<file path="src/rtl/noise_gate.sv">
`default_nettype none
// ============================================================================
//  Module   : noise_gate
//  Purpose  : Per-sample downward noise gate for a signed audio stream.
//             Samples whose magnitude falls below a programmable floor are
//             faded out; samples at or above it are faded back in. Gain
//             moves through CLOSED/ATTACK/OPEN/HOLD/RELEASE so that gating
//             never produces an abrupt step. Runtime bypass passes samples
//             through untouched with the same latency.
//  Ports    : clk_in           - system clock
//             rst_in           - synchronous reset, active low
//             gate_enable      - 1 = gate active, 0 = bypass
//             threshold        - unsigned magnitude floor
//             sample_valid_in  - one-cycle strobe qualifying data_dry
//             data_dry         - signed input sample
//             data_wet         - signed gated sample (held between strobes)
//             sample_valid_out - one-cycle strobe, data_wet updated
//  Latency  : 2 clock cycles, one sample per cycle throughput
//  Revision : 1.0 - initial release
// ============================================================================
module noise_gate #(
  parameter int WIDTH        = 16,
  parameter int GAIN_BITS    = 8,
  parameter int ATTACK_STEP  = 64,
  parameter int RELEASE_STEP = 16,
  parameter int HOLD_SAMPLES = 4
) (
  input  logic             clk_in,
  input  logic             rst_in,
  input  logic             gate_enable,
  input  logic [WIDTH-1:0] threshold,
  input  logic             sample_valid_in,
  input  logic [WIDTH-1:0] data_dry,
  output logic [WIDTH-1:0] data_wet,
  output logic             sample_valid_out
);

  // --------------------------------------------------------------------------
  // Derived widths and constants
  // --------------------------------------------------------------------------
  // Gain spans 0..2^GAIN_BITS inclusive, so it needs one bit above the fraction.
  localparam int GW = GAIN_BITS + 1;
  // One more bit again so gain +/- step never wraps before clamping.
  localparam int SW = GAIN_BITS + 2;
  // Full product of a WIDTH-bit signed sample and a GW-bit unsigned gain.
  localparam int PW = WIDTH + GAIN_BITS + 2;

  localparam int HOLD_W = (HOLD_SAMPLES > 1) ? $clog2(HOLD_SAMPLES) : 1;

  localparam int UNITY_I         = 2 ** GAIN_BITS;
  localparam int FIRST_GAIN_I    = (ATTACK_STEP > UNITY_I) ? UNITY_I : ATTACK_STEP;
  localparam int RELEASE_START_I = (RELEASE_STEP > UNITY_I) ? 0 : (UNITY_I - RELEASE_STEP);

  localparam logic [GW-1:0]     UNITY         = {1'b1, {GAIN_BITS{1'b0}}};
  localparam logic [SW-1:0]     UNITY_EXT     = {2'b01, {GAIN_BITS{1'b0}}};
  localparam logic [GW-1:0]     GAIN_ZERO     = '0;
  localparam logic [GW-1:0]     FIRST_GAIN    = GW'(FIRST_GAIN_I);
  localparam logic [GW-1:0]     RELEASE_START = GW'(RELEASE_START_I);
  localparam logic [SW-1:0]     ATTACK_INC    = SW'(ATTACK_STEP);
  localparam logic [SW-1:0]     RELEASE_DEC   = SW'(RELEASE_STEP);
  localparam logic [HOLD_W-1:0] HOLD_INIT     = HOLD_W'(HOLD_SAMPLES - 1);
  localparam logic [HOLD_W-1:0] HOLD_ZERO     = '0;
  localparam logic [HOLD_W-1:0] HOLD_ONE      = HOLD_W'(1);

  localparam logic [WIDTH-1:0]  ONE_W   = WIDTH'(1);
  localparam logic [WIDTH-1:0]  MAG_MAX = {1'b0, {(WIDTH-1){1'b1}}};

  // --------------------------------------------------------------------------
  // State encoding
  // --------------------------------------------------------------------------
  localparam logic [2:0] ST_CLOSED  = 3'd0;
  localparam logic [2:0] ST_ATTACK  = 3'd1;
  localparam logic [2:0] ST_OPEN    = 3'd2;
  localparam logic [2:0] ST_HOLD    = 3'd3;
  localparam logic [2:0] ST_RELEASE = 3'd4;

  // --------------------------------------------------------------------------
  // Declarations
  // --------------------------------------------------------------------------
  logic [2:0]        state;
  logic [2:0]        state_nxt;
  logic [GW-1:0]     gain;
  logic [GW-1:0]     gain_nxt;
  logic [HOLD_W-1:0] hold_cnt;
  logic [HOLD_W-1:0] hold_nxt;

  logic [WIDTH-1:0]  neg_dry;
  logic [WIDTH-1:0]  mag;
  logic              above;

  logic [SW-1:0]     gain_ext;
  logic [SW-1:0]     gain_up;
  logic [SW-1:0]     gain_dn;
  logic [GW-1:0]     attack_gain;
  logic [GW-1:0]     release_gain;

  // Stage 1: sample aligned with the gain register it will be scaled by.
  logic [WIDTH-1:0]  sample_q;
  logic              bypass_q;
  logic              valid_q;

  logic [PW-1:0]     sample_ext;
  logic [PW-1:0]     gain_mul;
  logic [PW-1:0]     product;
  logic [WIDTH-1:0]  wet_nxt;

  logic              unused_bits;

  // --------------------------------------------------------------------------
  // Saturated magnitude and threshold compare
  // --------------------------------------------------------------------------
  assign neg_dry = (~data_dry) + ONE_W;

  always_comb begin
    mag = data_dry;
    if (data_dry[WIDTH-1]) begin
      // Negating the most negative value wraps back to itself (MSB still set);
      // clamp it to the largest positive magnitude instead.
      mag = neg_dry[WIDTH-1] ? MAG_MAX : neg_dry;
    end
  end

  assign above = (mag >= threshold);

  // --------------------------------------------------------------------------
  // Clamped gain ramps
  // --------------------------------------------------------------------------
  assign gain_ext = {1'b0, gain};
  assign gain_up  = gain_ext + ATTACK_INC;
  assign gain_dn  = gain_ext - RELEASE_DEC;

  assign attack_gain  = (gain_up >= UNITY_EXT) ? UNITY : gain_up[GW-1:0];
  assign release_gain = (gain_ext <= RELEASE_DEC) ? GAIN_ZERO : gain_dn[GW-1:0];

  // --------------------------------------------------------------------------
  // FSM process 1: state register (state, gain, hold counter)
  // --------------------------------------------------------------------------
  always_ff @(posedge clk_in) begin
    if (!rst_in) begin
      state    <= ST_CLOSED;
      gain     <= GAIN_ZERO;
      hold_cnt <= HOLD_ZERO;
    end else begin
      state    <= state_nxt;
      gain     <= gain_nxt;
      hold_cnt <= hold_nxt;
    end
  end

  // --------------------------------------------------------------------------
  // FSM process 2: next-state and gain update, evaluated only on strobes
  // --------------------------------------------------------------------------
  always_comb begin
    state_nxt = state;
    gain_nxt  = gain;
    hold_nxt  = hold_cnt;

    if (sample_valid_in) begin
      if (!gate_enable) begin
        // Bypass parks the gate fully open so re-enabling never fades in.
        state_nxt = ST_OPEN;
        gain_nxt  = UNITY;
        hold_nxt  = HOLD_ZERO;
      end else begin
        case (state)
          ST_CLOSED: begin
            if (above) begin
              state_nxt = ST_ATTACK;
              gain_nxt  = FIRST_GAIN;
            end
          end

          ST_ATTACK: begin
            // An attack always runs to completion regardless of level.
            gain_nxt = attack_gain;
            if (attack_gain == UNITY) begin
              state_nxt = ST_OPEN;
            end
          end

          ST_OPEN: begin
            if (!above) begin
              state_nxt = ST_HOLD;
              hold_nxt  = HOLD_INIT;
            end
          end

          ST_HOLD: begin
            if (above) begin
              state_nxt = ST_OPEN;
            end else if (hold_cnt != HOLD_ZERO) begin
              hold_nxt = hold_cnt - HOLD_ONE;
            end else begin
              state_nxt = ST_RELEASE;
              gain_nxt  = RELEASE_START;
            end
          end

          ST_RELEASE: begin
            if (above) begin
              state_nxt = ST_ATTACK;
              gain_nxt  = attack_gain;
            end else begin
              gain_nxt = release_gain;
              if (release_gain == GAIN_ZERO) begin
                state_nxt = ST_CLOSED;
              end
            end
          end

          default: begin
            state_nxt = ST_CLOSED;
            gain_nxt  = GAIN_ZERO;
            hold_nxt  = HOLD_ZERO;
          end
        endcase
      end
    end
  end

  // --------------------------------------------------------------------------
  // Stage 1 pipeline: capture the sample alongside its gain update
  // --------------------------------------------------------------------------
  always_ff @(posedge clk_in) begin
    if (!rst_in) begin
      sample_q <= '0;
      bypass_q <= 1'b0;
      valid_q  <= 1'b0;
    end else begin
      valid_q <= sample_valid_in;
      if (sample_valid_in) begin
        sample_q <= data_dry;
        bypass_q <= ~gate_enable;
      end
    end
  end

  // --------------------------------------------------------------------------
  // FSM process 3: output arithmetic
  // --------------------------------------------------------------------------
  // Signed sample times zero-extended gain; taking the bits above the fraction
  // is an arithmetic shift, i.e. floor toward -inf. Gain never exceeds unity,
  // so the selected field cannot overflow.
  assign sample_ext = {{(GAIN_BITS+2){sample_q[WIDTH-1]}}, sample_q};
  assign gain_mul   = {{(WIDTH+1){1'b0}}, gain};
  assign product    = $signed(sample_ext) * $signed(gain_mul);

  always_comb begin
    wet_nxt = product[GAIN_BITS +: WIDTH];
    if (bypass_q) begin
      wet_nxt = sample_q;
    end
  end

  assign unused_bits = ^{product[GAIN_BITS-1:0], product[PW-1:WIDTH+GAIN_BITS], gain_dn[SW-1]};

  // --------------------------------------------------------------------------
  // Stage 2 pipeline: registered output, held between strobes
  // --------------------------------------------------------------------------
  always_ff @(posedge clk_in) begin
    if (!rst_in) begin
      data_wet         <= '0;
      sample_valid_out <= 1'b0;
    end else begin
      sample_valid_out <= valid_q;
      if (valid_q) begin
        data_wet <= wet_nxt;
      end
    end
  end

endmodule
`default_nettype wire

</file>
<file path="config.mk">
export PLATFORM = sky130hd
export DESIGN_NAME = noise_gate
export DESIGN_NICKNAME = d
export VERILOG_FILES = /design/src/rtl/noise_gate.sv
export SDC_FILE = /design/constraint.sdc
export NUM_CORES = 1
export LEC_CHECK = 0
export CORE_ASPECT_RATIO = 1.1
export CORE_MARGIN = 3
export CORE_UTILIZATION = 28
export DETAILED_ROUTE_END_ITERATION = 8
export PLACE_DENSITY_LB_ADDON = 0.3
export SYNTH_ARGS = -nofsm -noshare
export SYNTH_HDL_FRONTEND = slang
export SYNTH_SLANG_ARGS = --single-unit
</file>
<file path="constraint.sdc">
create_clock -name clk_in -period 11.55 [get_ports clk_in]
set_input_delay 2.31 -clock clk_in [delete_from_list [all_inputs] [get_ports clk_in]]
set_output_delay 2.31 -clock clk_in [all_outputs]
set_load 0.05 [all_outputs]
</file>
==> reports/qor.yml, run 1 <==
drc: 0
skew_ns: 0.00563
r2r_setup_slack_ns: 5.28
htree_levels: 2
cp_num_buf_inv: 1
maxSlewViolCount: 0
yosysSeqAreaShare_pct: 12.0
drt_first_pass_iters: 4
synth_enable_flop_cells: 0
powerDensity_nw_per_um2: 53.6
grtUsageTotal_pct: 13.8
yosysMostFrequentCell: "inv_1"
start_util_pct: 28.8
wl_per_cell_um: 15.5
cts_resized: 0
io_buffer_count: 52
dieHeight_um: 185
clock_sink_count: 49
endpoint_kind: "flip-flop"
clk_pin_slew_worst_paths_ns: 0.08
critPathKind: "in2reg"
fmax_mhz: 149
hpwl_um: 16200
nNetsFinal: 1204
synth_area_leaders: "fa_1 28%, dfxtp_1 12%, ha_1 11%"
drive_gt1_share_pct: 2.03
ys_seq_elements: 49
reg2reg_to: "data_wet[12]$_SDFFE_PN0P_"
cp.required_ns: 11.74
slowest_delay_ns: 0.71
ys_types: 67
grt_start_max_net_pins: 47
syn_area_um2: 8140
hold_class: "reg2reg"
rsz0062_at_grt: "false"
placed_cell_area_um2: 8930
crit_chain: "clkdlybuf4s50_1, nor2_1, nand2_1, or4_1, nand2b_1, or4_1, and2_1, ha_1, nor2b_1, o21ai_1, a41oi_1, o311a_4, or2_1, a221o_1, a2bb2oi_1, nor2b_1"
async_flop_share_pct: 0
clk_path_buf_depth: 2
worstSetupEndpoint: "gain[2]$_SDFFE_PN0P_"
design.die.area_um2: 31200
status: "completed"
worstPathArrival_ns: 6.90
grt_antenna_before_repair: 0
grt_pass1_wl_um: 34800
cts_setup_buffers: 0
synth_common_cells: "161 x inv_1, 121 x nand2_1, 114 x fa_1"
r2r_start: "gain[6]$_SDFFE_PN0P_"
netlist_instances: 976
finalCritPeriodShare_pct: 58.2
worst-path-stages: 16
r2r_cells: 18
synth_ff_type: "dfxtp_1"
cts_hold_repair.buffers: 0
final.setup.tns_ns: 0
avgSynthCellArea_um2: 8.34
yosys.area.top_type: "fa_1"
drv_cap: 0
final_area_um2: 9080
grt_pass1_vias: 6636
cp_slowest_cell: "or4_1"
io_pins: 53
cp-startpoint: "data_dry[2]"
routed_wl_um: 20900
cts_buffers: 5
viasPerCell: 4.84
irDropWorstVdd_mv: 0.0549
synthesis.nets: 1197
power.leakage_nw: 4.48
cts_tree: "yes"
synth_top_area_share_pct: 28.0
rows: 64
via_count: 6516
fin_crit_ns: 6.72
start_kind: "primary input"
worstPathMaxFanout: 13
yosysWarnings: 0
drt_iter0_markers: 285
setup_viol: 0
worstSkewPairLatency_ns: 0.31
cpLargestDelayFamily: "simple AND/OR/NAND/NOR gates"
timing_hold_violations_final: 0
syn_to_final_growth_pct: 11.5
grt-ovfl-total: 0
worstMarginPinSlew_ns: 0.978
root_buffer: "clkbuf_16"
fp.dieW_um: 169
gp_congestion: 0.796
fillCellCount: 3040
max_slew_margin_pct: 33.1
core-area_um2: 28300
timing.hold.ws_ns: 0.487
antenna_left: 0
diodes: 0
final_core_util_pct: 32.1
## cell families after synthesis
logic type | after synthesis | synth area share, %
XOR/XNOR | 29 | 3.12
AND/OR/NAND/NOR | 328 | 20.6
adder cells (fa/ha/maj) | 185 | 38.9
buffers and inverters | 217 | 10.1
multiplexers | 22 | 2.70
flip-flops | 49 | 12.0
AO/OA/AOI/OAI | 146 | 12.4
## power breakdown
group,leakage [nW],switching [mW],internal [mW]
clock network,0.0680,0.0797,0.0822
logic,4.01,0.0721,0.0546
registers,0.401,0.0218,0.177
## flip-flops by register name (all words and copies together), names as in the netlist
name,count
state,3
bypass_q,1
data_wet,16
valid_q,1
gain,9
hold_cnt,2
sample_valid_out,1
sample_q,16
## worst register-to-register path, cell delays in order (launching register included)
cell and delay [ns]:
dfxtp_1 0.95, nand2_1 0.19, fa_1 0.53, fa_1 0.51, inv_1 0.06, fa_1 0.50
fa_1 0.55, inv_1 0.05, fa_1 0.52, inv_1 0.04, ha_1 0.35, a21oi_1 0.15
nand2_1 0.09, a21oi_1 0.27, a21oi_1 0.21, nor4_4 0.42, nor3_1 0.13, or4b_1 0.49
a41oi_1 0.21
## metrics by stage
stage / worst slack, ns / instances / total power [mW]
after floorplan: 5.58 / 976 / 0.280
after global placement: 4.56 / 1339 / 0.330
after detailed placement: 4.54 / 1339 / 0.330
after CTS: 4.84 / 1347 / 0.493
after global routing: 4.54 / 1347 / 0.514
final: 4.83 / 1347 / 0.487
## routing by layer
metal,up-vias,GRT usage [%],routed length (um)
met4,0,1.80,159
li1,3142,-,-
met3,12,1.60,538
met2,83,24.9,10600
met5,-,0,0
met1,3279,18.4,9610
## cells in the final DEF (no fill, tap or decap), drive strengths merged, types with 4 or more instances in the layout
cell type	synthesis	routed
inv	161	162
nand2	121	121
fa	114	114
and2	80	80
ha	71	71
clkdlybuf4s50	0	52
dfxtp	49	49
nor2	33	33
a21oi	31	31
nor2b	27	27
o21ai	26	26
mux2i	22	22
xor2	16	16
a31oi	13	13
xnor2	13	13
nand3	12	12
nor3	12	12
a21o	11	11
nand2b	8	8
o31ai	7	7
o21a	7	7
nand4	6	6
or3	5	5
o211ai	5	5
o2bb2ai	5	5
o211a	5	5
clkbuf	51	5
nor4	5	5
a211oi	4	4
a41oi	4	4
buf	5	4
a21boi	4	4
## cell type report
| cell class | count | area, um2 | share of cell area (%) |
|---|---|---|---|
| multi-input cells | 710 | 6340 | 69.8 |
| flip-flops and latches | 49 | 981 | 10.8 |
| inverters | 161 | 604 | 6.65 |
| repair buffers | 56 | 551 | 6.06 |
| well taps | 363 | 454 | 5.00 |
| clock buffers | 5 | 125 | 1.38 |
| clock inverters | 3 | 26.3 | 0.289 |
## worst min-delay path by stage
stage                                         from                        to  slack (ns)  cells past startpoint
after CTS                 data_wet[2]$_SDFFE_PN0P_  data_wet[2]$_SDFFE_PN0P_        0.49                      1
final                     hold_cnt[1]$_SDFFE_PN0P_  hold_cnt[1]$_SDFFE_PN0P_        0.49                      2
after global placement    data_wet[4]$_SDFFE_PN0P_  data_wet[4]$_SDFFE_PN0P_        0.47                      1
after floorplan           hold_cnt[1]$_SDFFE_PN0P_  hold_cnt[1]$_SDFFE_PN0P_        0.46                      2
after global routing      hold_cnt[1]$_SDFFE_PN0P_  hold_cnt[1]$_SDFFE_PN0P_        0.52                      2
after detailed placement  data_wet[2]$_SDFFE_PN0P_  data_wet[2]$_SDFFE_PN0P_        0.48                      1
Note: power is estimated with default switching activity, not from simulation.
==> inputs of run 2 (changes only) <==
==> constraint.sdc (replaced) <==
create_clock -name clk_in -period 5.91 [get_ports clk_in]
set_input_delay 1.182 -clock clk_in [delete_from_list [all_inputs] [get_ports clk_in]]
set_output_delay 1.182 -clock clk_in [all_outputs]
set_load 0.05 [all_outputs]
==> run 2 against run 1 <==
  * Combinational power rose by 130%
  * Die area did not move
  * Largest power group unchanged
  * Sequential cell count did not move
  * Non-clock buffer count rose by 50
  * Critical endpoint is now data_wet[15]$_SDFFE_PN0P_
  * Via count rose by 1.9%
  * Register-to-register slack got worse by 5.0 ns
  * Critical path depth rose by 5
  * Clock skew rose by 0.0043 ns
  * Clock power rose by 90%
  * Cell count rose by 3.7%
==> reports/qor.yml, run 2 (synthesis gave the netlist of run 1 again) <==
rsz0062_at_grt: "false"
htree_levels: 2
start_kind: "flip-flop"
routed_wl_um: 21300
dp.cells: 1389
syn_to_final_growth_pct: 16.5
timing_hold_violations_final: 0
stdcell_count: 1397
fillCellCount: 3005
min-delay-start: "data_wet[7]$_SDFFE_PN0P_"
skew_ns: 0.00997
nNetsFinal: 1254
max_slew_margin_pct: 49.0
worstMarginPinSlew_ns: 0.763
drv_cap: 0
via_count: 6639
antenna_left: 0
final_area_um2: 9490
final_cell_mix: "161 x inv_1, 121 x nand2_1, 114 x fa_1"
grt_pass1_vias: 6682
critPathKind: "reg2reg"
setup_viol: 0
irDropWorstVdd_mv: 0.131
cts_setup_buffers: 0
worstPathMaxFanout: 6
cp-startpoint: "sample_q[5]$_SDFFE_PN0P_"
finalPower_mw: 0.964
fp.dieW_um: 169
io_buffer_count: 52
viasPerCell: 4.75
drive_gt1_share_pct: 7.54
hold_class: "reg2reg"
cts_buffers: 5
grt_antenna_before_repair: 0
endpoint_kind: "flip-flop"
clock_sink_count: 49
drc: 0
status: "completed"
cts_tree: "yes"
core-area_um2: 28300
grt-ovfl-total: 0
gp_congestion: 0.820
maxSlewViolCount: 0
io_pins: 53
final.setup.tns_ns: 0
root_buffer: "clkbuf_16"
fin_crit_ns: 5.62
clk_path_buf_depth: 2
grtUsageTotal_pct: 13.8
diodes: 0
dieHeight_um: 185
worstSkewPairLatency_ns: 0.30
wl_per_cell_um: 15.2
worstPathArrival_ns: 5.79
fmax_mhz: 178
drt_first_pass_iters: 6
start_util_pct: 28.8
finalCritPeriodShare_pct: 95.0
cp.required_ns: 6.09
rows: 64
power.leakage_nw: 4.75
powerDensity_nw_per_um2: 102
drt_iter0_markers: 346
hpwl_um: 17200
clk_pin_slew_worst_paths_ns: 0.08
placed_cell_area_um2: 9310
design.die.area_um2: 31200
mostFrequentLayoutCell: "inv_1"
largestRegisters: "data_wet: 16 flops, sample_q: 16 flops, gain: 9 flops"
r2r_start: "sample_q[5]$_SDFFE_PN0P_"
grt_start_max_net_pins: 47
grt_pass1_wl_um: 35100
-- run 2: cell count changes in the layout (fill, tap and decap cells not counted), sizes merged --
cell / change
clkinv: +1
buf: +50
clkinvlp: -1
-- run 2: cell type report --
cell class	instances	area, um2	area share [%]
clock inverters	3	25.0	0.264
repair buffers	106	926	9.76
inverters	161	604	6.37
flip-flops and latches	49	987	10.4
well taps	363	454	4.79
clock buffers	5	125	1.32
multi-input cells	710	6360	67.1
-- run 2: final timing paths --
kind	to	cells after the start	slack, ns
worst max-delay path	data_wet[15]$_SDFFE_PN0P_	21	0.29
worst min-delay path	data_wet[7]$_SDFFE_PN0P_	1	0.49
worst max register to register	data_wet[15]$_SDFFE_PN0P_	21	0.29
worst min register to register	data_wet[7]$_SDFFE_PN0P_	1	0.49
-- run 2: report_power, final --
| part | switching, mW | internal [mW] | total [mW] | leakage, nW |
|---|---|---|---|---|
| logic | 0.163 | 0.124 | 0.287 | 4.27 |
| registers | 0.0248 | 0.346 | 0.371 | 0.404 |
| clock network | 0.147 | 0.160 | 0.307 | 0.0704 |
-- run 2: metrics by stage --
stage | util (%) | setup slack [ns] | hold slack [ns]
finish | 33.6 | 0.293 | 0.488
global route | 33.6 | 0.00698 | 0.508
CTS | 33.4 | 0.159 | 0.491
detailed placement | 32.9 | 0.0102 | 0.473
global placement | 32.9 | 0.0646 | 0.471
floorplan | - | 0.156 | 0.457
-- run 2: metal layers --
metal / up-vias / track usage (%) / wire [um]
li1: 3248 / - / -
met1: 3303 / 18.5 / 9720
met2: 75 / 24.7 / 10800
met3: 13 / 1.32 / 475
met4: 0 / 2.16 / 252
met5: - / 0 / 0
-- run 2: timing repair --
action                                  4_1_cts  5_1_grt
endpoints found under the setup margin        0        8
hold buffers                                  0        0
resized for setup                             0        9
-- run 2: critical path: stages (launching register included) --
cell and delay [ns]:
dfxtp_1 0.46, nand2_1 0.12, fa_1 0.54, inv_1 0.06
fa_1 0.50, inv_1 0.05, fa_1 0.47, inv_1 0.06
fa_1 0.52, inv_1 0.05, fa_1 0.53, inv_1 0.04
ha_1 0.34, nand3_1 0.08, or2_2 0.27, a31o_2 0.24
a21oi_1 0.33, nor4_4 0.10, o21a_1 0.20, nor4_1 0.29
buf_4 0.17, o21ai_0 0.08
